## src/rtl/konwersja_pkg.sv

```systemverilog
// Shared types for the ZM <-> U2 code converter.
// The MSB-only pattern is both ZM negative zero and the U2 most-negative value.
package konwersja_pkg;

  typedef enum logic {
    MODE_ZM2U2 = 1'b0,
    MODE_U22ZM = 1'b1
  } conv_mode_t;

  localparam int MAX_BITS = 64;

  function automatic logic [MAX_BITS-1:0] msb_only(input int bits);
    logic [MAX_BITS-1:0] p;
    p = '0;
    p[bits-1] = 1'b1;
    return p;
  endfunction

endpackage

```

## src/rtl/konwersja_core.sv

```systemverilog
// Combinational ZM <-> U2 conversion of one operand.
// The MSB-only code has no counterpart in the target code and is flagged.
module konwersja_core
  import konwersja_pkg::*;
#(
  parameter int BITS = 32
) (
  input  logic [BITS-1:0] arg,
  input  conv_mode_t      mode,
  output logic [BITS-1:0] result,
  output logic            error
);

  localparam logic [BITS-1:0] NEG_PAT = BITS'(msb_only(BITS));

  logic            s;
  logic            m_zero;
  logic [BITS-1:0] neg_mag;
  logic [BITS-1:0] neg_arg;

  assign s       = arg[BITS-1];
  assign m_zero  = (arg == NEG_PAT);
  assign neg_mag = ~{1'b0, arg[BITS-2:0]} + BITS'(1);
  assign neg_arg = ~arg + BITS'(1);

  always_comb begin
    result = arg;
    error  = 1'b0;
    unique case (1'b1)
      !s: ;
      s && m_zero: begin
        result = '0;
        error  = 1'b1;
      end
      s && !m_zero && (mode == MODE_ZM2U2):
        result = neg_mag;
      s && !m_zero && (mode == MODE_U22ZM):
        result = {1'b1, neg_arg[BITS-2:0]};
      default: ;
    endcase
  end

endmodule

```

## src/rtl/konwersja_pipe.sv

```systemverilog
// Two-stage valid/ready pipeline around konwersja_core.
// Keeps a saturating count of errored results handed downstream.
module konwersja_pipe
  import konwersja_pkg::*;
#(
  parameter int BITS  = 32,
  parameter int CNT_W = 8
) (
  input  logic             i_clk,
  input  logic             i_rst_n,
  input  logic [BITS-1:0]  i_arg_A,
  input  logic             i_mode,
  input  logic             i_valid,
  output logic             o_ready,
  output logic [BITS-1:0]  o_result,
  output logic             o_error,
  output logic             o_valid,
  input  logic             i_ready,
  input  logic             i_clear,
  output logic [CNT_W-1:0] o_err_cnt
);

  typedef struct packed {
    logic [BITS-1:0] arg;
    conv_mode_t      mode;
  } s1_t;

  typedef struct packed {
    logic [BITS-1:0] res;
    logic            err;
  } s2_t;

  s1_t  s1_q;
  s2_t  s2_q;
  s2_t  s2_d;
  logic s1_valid;
  logic s2_valid;
  logic s1_en;
  logic s2_en;
  logic out_xfer;

  assign s2_en    = ~s2_valid | i_ready;
  assign s1_en    = ~s1_valid | s2_en;
  assign o_ready  = s1_en;
  assign out_xfer = s2_valid & i_ready;

  konwersja_core #(.BITS(BITS)) u_core (
    .arg    (s1_q.arg),
    .mode   (s1_q.mode),
    .result (s2_d.res),
    .error  (s2_d.err)
  );

  always_ff @(posedge i_clk or negedge i_rst_n) begin
    if (!i_rst_n) begin
      s1_valid <= 1'b0;
      s1_q     <= '0;
    end else if (s1_en) begin
      s1_valid <= i_valid;
      if (i_valid) begin
        s1_q.arg  <= i_arg_A;
        s1_q.mode <= conv_mode_t'(i_mode);
      end
    end
  end

  always_ff @(posedge i_clk or negedge i_rst_n) begin
    if (!i_rst_n) begin
      s2_valid <= 1'b0;
      s2_q     <= '0;
    end else if (s2_en) begin
      s2_valid <= s1_valid;
      if (s1_valid) s2_q <= s2_d;
    end
  end

  // clear has priority over a same-cycle errored delivery
  always_ff @(posedge i_clk or negedge i_rst_n) begin
    if (!i_rst_n) begin
      o_err_cnt <= '0;
    end else if (i_clear) begin
      o_err_cnt <= '0;
    end else if (out_xfer && s2_q.err && (o_err_cnt != '1)) begin
      o_err_cnt <= o_err_cnt + CNT_W'(1);
    end
  end

  assign o_valid  = s2_valid;
  assign o_result = s2_q.res;
  assign o_error  = s2_q.err;

endmodule

```

## config.mk

```make
export PLATFORM = sky130hd
export DESIGN_NAME = konwersja_pipe
export DESIGN_NICKNAME = d
export VERILOG_FILES = /design/src/rtl/konwersja_pkg.sv /design/src/rtl/konwersja_core.sv /design/src/rtl/konwersja_pipe.sv
export SDC_FILE = /design/constraint.sdc
export NUM_CORES = 1
export LEC_CHECK = 0
export ABC_AREA = 1
export CAP_MARGIN = 40
export CORE_AREA = 2 2 88 90
export CTS_CLUSTER_DIAMETER = 50
export CTS_CLUSTER_SIZE = 30
export DETAILED_ROUTE_END_ITERATION = 10
export DIE_AREA = 0 0 90 92
export GPL_TIMING_DRIVEN = 0
export PLACE_DENSITY = 0.83
export SYNTH_ARGS = -nofsm -noshare
export SYNTH_HDL_FRONTEND = slang
export SYNTH_SLANG_ARGS = --single-unit
```

## constraint.sdc

```tcl
create_clock -name i_clk -period 2.6 [get_ports i_clk]
set_input_delay 0.39 -clock i_clk [delete_from_list [all_inputs] [get_ports i_clk]]
set_output_delay 0.39 -clock i_clk [all_outputs]
set_load 0.005 [all_outputs]
```

# ---- After elaboration in Yosys (flattened, before gate mapping)
# Cells that the tools add are included.
dict set report word_totals {
  ff_bits 76
  in_bits 38
  output_inout_bits 43
  wordCells 34
}
dict set report classes {
  addsub 3
  eq_ne 2
  mux 4
  n_bitwise 8
  n_reduce_logical 10
}
# cell n
set ops {}
lappend ops {{32-bit one-hot mux with 3 select lines} 1}
lappend ops {{32-bit by 1-bit adder with 32-bit output (second input constant)} 1}
lappend ops {{32-bit == test (second input constant)} 1}
lappend ops {{31-bit NOT with 32-bit output} 1}
lappend ops {{31-bit by 1-bit adder with 31-bit output (second input constant)} 1}
lappend ops {{31-bit NOT} 1}
lappend ops {{8-bit two-way mux} 2}
lappend ops {{8-bit by 1-bit adder with 8-bit output (second input constant)} 1}
lappend ops {{8-bit inequality test (second input constant)} 1}
lappend ops {{1-bit logical AND} 6}
lappend ops {{2-bit AND reduction} 2}
lappend ops {{1-bit NOT} 3}
lappend ops {{1-bit OR} 2}
lappend ops {{2-bit nonzero test} 1}
lappend ops {{1-bit bitwise AND} 1}
lappend ops {{1-bit zero test} 1}
lappend ops {{1-bit two-way mux} 1}

# ---- Longest topological paths before layout
dict set report depth {
  word_depth 5
  ltp_mapped 10
  depth_no_buf 10
}

# ---- By module
# A second synthesis with hierarchy kept.
dict set report unflattened {
  cells_unflattened 540
  area_unflattened_um2 4355.4
}
# mod n_inst cells_per_inst area_per_inst_um2 seq_area_each_um2
set modules_own_cells {}
lappend modules_own_cells {konwersja_pipe 1 288 3210.6 1901.8}
lappend modules_own_cells {konwersja_core 1 252 1144.8 0.0}

# ---- Least setup slack after synthesis
# OpenSTA, ideal clock, no wires.
dict set report synth_path {
  kind {register -> register}
  start {register s1_q[1] (netlist name)}
  end {register s2_q, in the netlist o_result[21]}
  setup_ns 0.117
  t_arrival_ns 1.364
  required_ns 2.483
  slack_ns 1.119
  stages_incl_launch_ff 11
  path_buffers 1
  period_less_slack_ns 1.481
  cell_sequence {dfrtp_1 > inv_1 > ha_1 > nand2_2 > nor2_8 > nand3_4 > nor2_2 > nor2_2 > buf_6 > nand3_2 > nand2_1}
}
dict set report synth_between {
  elab_chain_cells 5
  word_cells_on_any_way 11
  cone_classes {2 x add/sub; 1 x eq/ne; 1 x mux; 2 x bitwise; 5 x reduce/logical}
}
# element line
set synth_lines {}
lappend synth_lines {{branches (longest 4 deep; another with 32-bit by 1-bit adder with 32-bit output)} -}
lappend synth_lines {{32-bit one-hot mux with 3 select lines (*)} konwersja_core.sv:29} ;# unique case (1'b1)
lappend synth_lines {{to (signal assigned)} konwersja_pipe.sv:70} ;# s2_q <= '0;
lappend synth_lines {{to (signal assigned)} konwersja_pipe.sv:73} ;# if (s1_valid) s2_q <= s2_d;
lappend synth_lines {{to (decl)} konwersja_pipe.sv:34} ;# s2_t s2_q;
# Mark *: on every way between the ends.
# A chain may end at the register's enable or synchronous reset.

# ---- Worst setup path in the final report
dict set report layout_path {
  start {input i_ready}
  end {output o_ready}
}
dict set report layout_between {
  elab_chain_cells 2
}
# element line
set layout_lines {}
lappend layout_lines {{from (decl)} konwersja_pipe.sv:18} ;# input logic i_ready,
lappend layout_lines {{1-bit OR} konwersja_pipe.sv:42} ;# assign s2_en = ~s2_valid | i_ready;
lappend layout_lines {{1-bit OR} konwersja_pipe.sv:43} ;# assign s1_en = ~s1_valid | s2_en;
lappend layout_lines {{to (decl)} konwersja_pipe.sv:14} ;# output logic o_ready,
# Every way passes these cells.

==> summary.md <==
| Metric | Value |
|---|---|
| Clock latency on the worst-skew pair | `0.36 ns` |
| CP required | `2.21 ns` |
| Clk sinks | `76` |
| # fillers | `633` |
| Worst-path fanout max | `3` |
| P per Cell Area | `732 mW/mm2` |
| Clk_skew | `0.0123 ns` |
| Avg Cell Area, Syn | `8.09 um2` |
| Synth Flop Type | `dfrtp_1` |
| Die ar. | `0.00828 mm2` |
| Hold Vio Cnt, Final | `0` |
| P&R area growth vs syn | `28.8%` |
| Die height | `92 um` |
| Synth area leader | `dfrtp_1` |
| Worst setup endpoint | `o_ready` |
| Crit path from | `i_ready` |
| Commonest cells post-synth | `nand2_1, dfrtp_1, nor2_1, nand3_1, inv_1` |
| Largest net degree at the start of global routing | `42` |
| Crit path DAT | `1.54 ns` |
| Clock-pin slew on the worst setup and hold paths | `0.08 ns` |
| Top post-synthesis cells by area | `dfrtp_1, nand2_1, nor2_1, nand3_1, xor2_1` |
| Total number of vias | `3,639` |
| Cell count of the worst reg-to-reg path | `7` |
| Maxcap violations | `0` |
| DRC violations left | `0` |
| Seq/Total Area, Yosys | `47.6%` |
| Cell variety after synth | `32` |
| Post-route minimum period | `1.93 ns` |
| Dpl cell area | `0.00494 mm2` |
| Synth Net Count | `534` |
| Synth top area share | `47.6%` |
| R2R Setup Slk | `0.84 ns` |
| Crit end category | `output pin` |
| Clock Path Buffers | `2` |
| Root buf cell | `clkbuf_8` |
| Startpoint Class | `primary input` |
| Post-DP HPWL | `7800 um` |
| Nets | `627` |
| Worst R2R Start | `s1_q[1]$_DFFE_PN0P_` |
| Tightest Hold Check Type | `reg2reg` |
| Chip width | `90 um` |
| Max VDD drop | `0.369 mV` |
| TritonRoute pass-1 iters | `5` |
| Synth Instances | `494` |
| Status | `completed` |
| Top-count cell post-synth | `nand2_1` |
| Ys Warns | `0` |
| Ant. Diodes | `0` |
| Setup violations, final | `0` |
| End-of-flow core utilization | `69.1%` |
| WS Path Type | `in2out` |
| Slew margin rel. | `59.1%` |
| First-pass GRT wire length | `17,500 um` |
| Antenna violations before repair | `0` |
| Slew Limit Fails | `0` |
| Rows | `32` |
| Crit share post-route | `74.3%` |
| DR vias/cell | `5.24` |
| Leakage | `2.42 nW` |
| Htree depth | `3` |
| Async SR Flop Fraction | `100%` |
| Layout cells sized above 1 | `10.6%` |
| Reg2Reg Capture Point | `o_result[15]$_DFFE_PN0P_` |
| WHS Path Cells | `2` |
| Grt total ovfl | `0` |
| Achievable Freq | `518 MHz` |
| Seq cells post-synth | `76` |
| Measured slew at the worst slew-check pin | `0.614 ns` |
| Core Box Area | `0.00745 mm2` |
| Post-layout instance area | `0.00515 mm2` |
| GR Util All Layers | `26.8%` |
| CTS Buf Count | `9` |
| Antenna Nets Post-Route | `0` |
| Initial DRC count | `189` |
| Port buffer count | `80` |
| Synthesized area | `0.00400 mm2` |
| Routed len/inst | `15.0 um` |
| CTS tree | `yes` |
| Initial Util | `53.7%` |
| # IOs | `81` |
| Final Wtd Congestion | `0.897` |
| Unrepaired setup endpoints after global routing | `false` |
| Post-Route WL | `10,400 um` |
| Vias in the first global route | `3,578` |
| Number of synthesized flops with an enable pin | `0` |
## how the worst min path moves through the flow
stage | from | end
2_1_floorplan | i_rst_n | o_err_cnt[0]$_DFFE_PN0P_
4_1_cts | o_result[22]$_DFFE_PN0P_ | o_result[22]$_DFFE_PN0P_
6_report | o_result[19]$_DFFE_PN0P_ | o_result[19]$_DFFE_PN0P_
5_1_grt | o_result[28]$_DFFE_PN0P_ | o_result[28]$_DFFE_PN0P_
3_5_place_dp | i_rst_n | s1_q[6]$_DFFE_PN0P_
3_3_place_gp | o_result[12]$_DFFE_PN0P_ | o_result[12]$_DFFE_PN0P_
## worst max-delay path: stages
cell,delay [ns]
clkdlybuf4s50_1,0.48
inv_1,0.06
nand3_1,0.10
clkdlybuf4s50_1,0.52
## repair_timing
item                                    4_1_cts  5_1_grt
resized for setup                             0        0
endpoints found under the setup margin        0        0
hold buffers                                  1        0
endpoints found under the hold margin        24        0
buffers inserted                              0        0
## where the power goes
part | switching (mW) | leakage, nW | internal [mW]
Clock | 0.458 | 0.0897 | 0.448
Combinational | 0.577 | 1.43 | 0.626
Sequential | 0.200 | 0.908 | 1.46
Total | 1.24 | 2.42 | 2.53
## per-stage QoR
stage	setup WS (ns)	setup TNS (ns)	power, mW	hold WS (ns)	instances
after floorplan	1.12	0	2.21	0.0944	494
after global placement	-1.39	-105.53	2.85	0.464	676
after detailed placement	0.458	0	2.89	0.377	677
after CTS	0.659	0	3.79	0.486	694
after global routing	0.568	0	3.99	0.509	694
final	0.668	0	3.76	0.482	694
## routing by layer
metal / wire length [um] / global-route usage (%) / vias to the layer above
li1: - / - / 1783
met1: 4670 / 36.7 / 1730
met2: 5100 / 44.5 / 112
met3: 471 / 4.19 / 14
met4: 159 / 8.08 / 0
met5: 0 / 0 / -
## layout make-up
type / count / area (um2) / area share (%)
Sequential cell: 76 / 1900 / 37.0
Inverter: 34 / 128 / 2.48
Clock inverter: 5 / 62.6 / 1.22
Tap cell: 102 / 128 / 2.48
Multi-Input combinational cell: 369 / 1900 / 36.8
Timing Repair Buffer: 82 / 828 / 16.1
Clock buffer: 11 / 131 / 2.55
Buffer: 15 / 71.3 / 1.39
## cells by family after synthesis
logic type	count (synthesis)	synth area share, %
muxes	10	2.82
DFF	76	47.6
AOI/OAI and AO/OA	48	6.58
xor gates and xnor gates	17	3.73
and+or+nand+nor	292	33.7
adders and majority gates	2	0.626
buffers and inverters	49	4.98
## sequential cells by signal, indices dropped and copies added (netlist names)
register   count
o_err_cnt      8
o_error        1
o_result      32
o_valid        1
s1_q          33
s1_valid       1
## placed cells by master (no fill, tap or decap)
cell type        instances
nor2_2                   6
nand3_4                  1
a21oi_1                 25
clkinv_4                 2
or2_2                    3
xnor2_1                  1
buf_12                   1
nand2_1                147
xor2_1                  16
mux2_2                  10
nand2_2                  2
o211ai_1                 1
nand4_1                  7
dfrtp_1                 76
dlygate4sd3_1            1
a31oi_4                  1
nand3_1                 39
and3b_1                  1
ha_1                     2
buf_6                    1
clkinvlp_4               2
clkinv_1                 1
nor3b_1                  1
nor2_8                   1
clkbuf_1                 9
buf_4                    1
clkbuf_8                 9
nor2_4                   4
nor3_1                   1
nand3_2                 10
inv_1                   33
nand3b_1                 3
o21ai_2                  1
nor2_1                  65
buf_1                    1
nor3_4                   1
bufinv_16                1
buf_2                    6
clkdlybuf4s50_1         79
o21ai_0                 20
(Power assumes the default switching activity.)
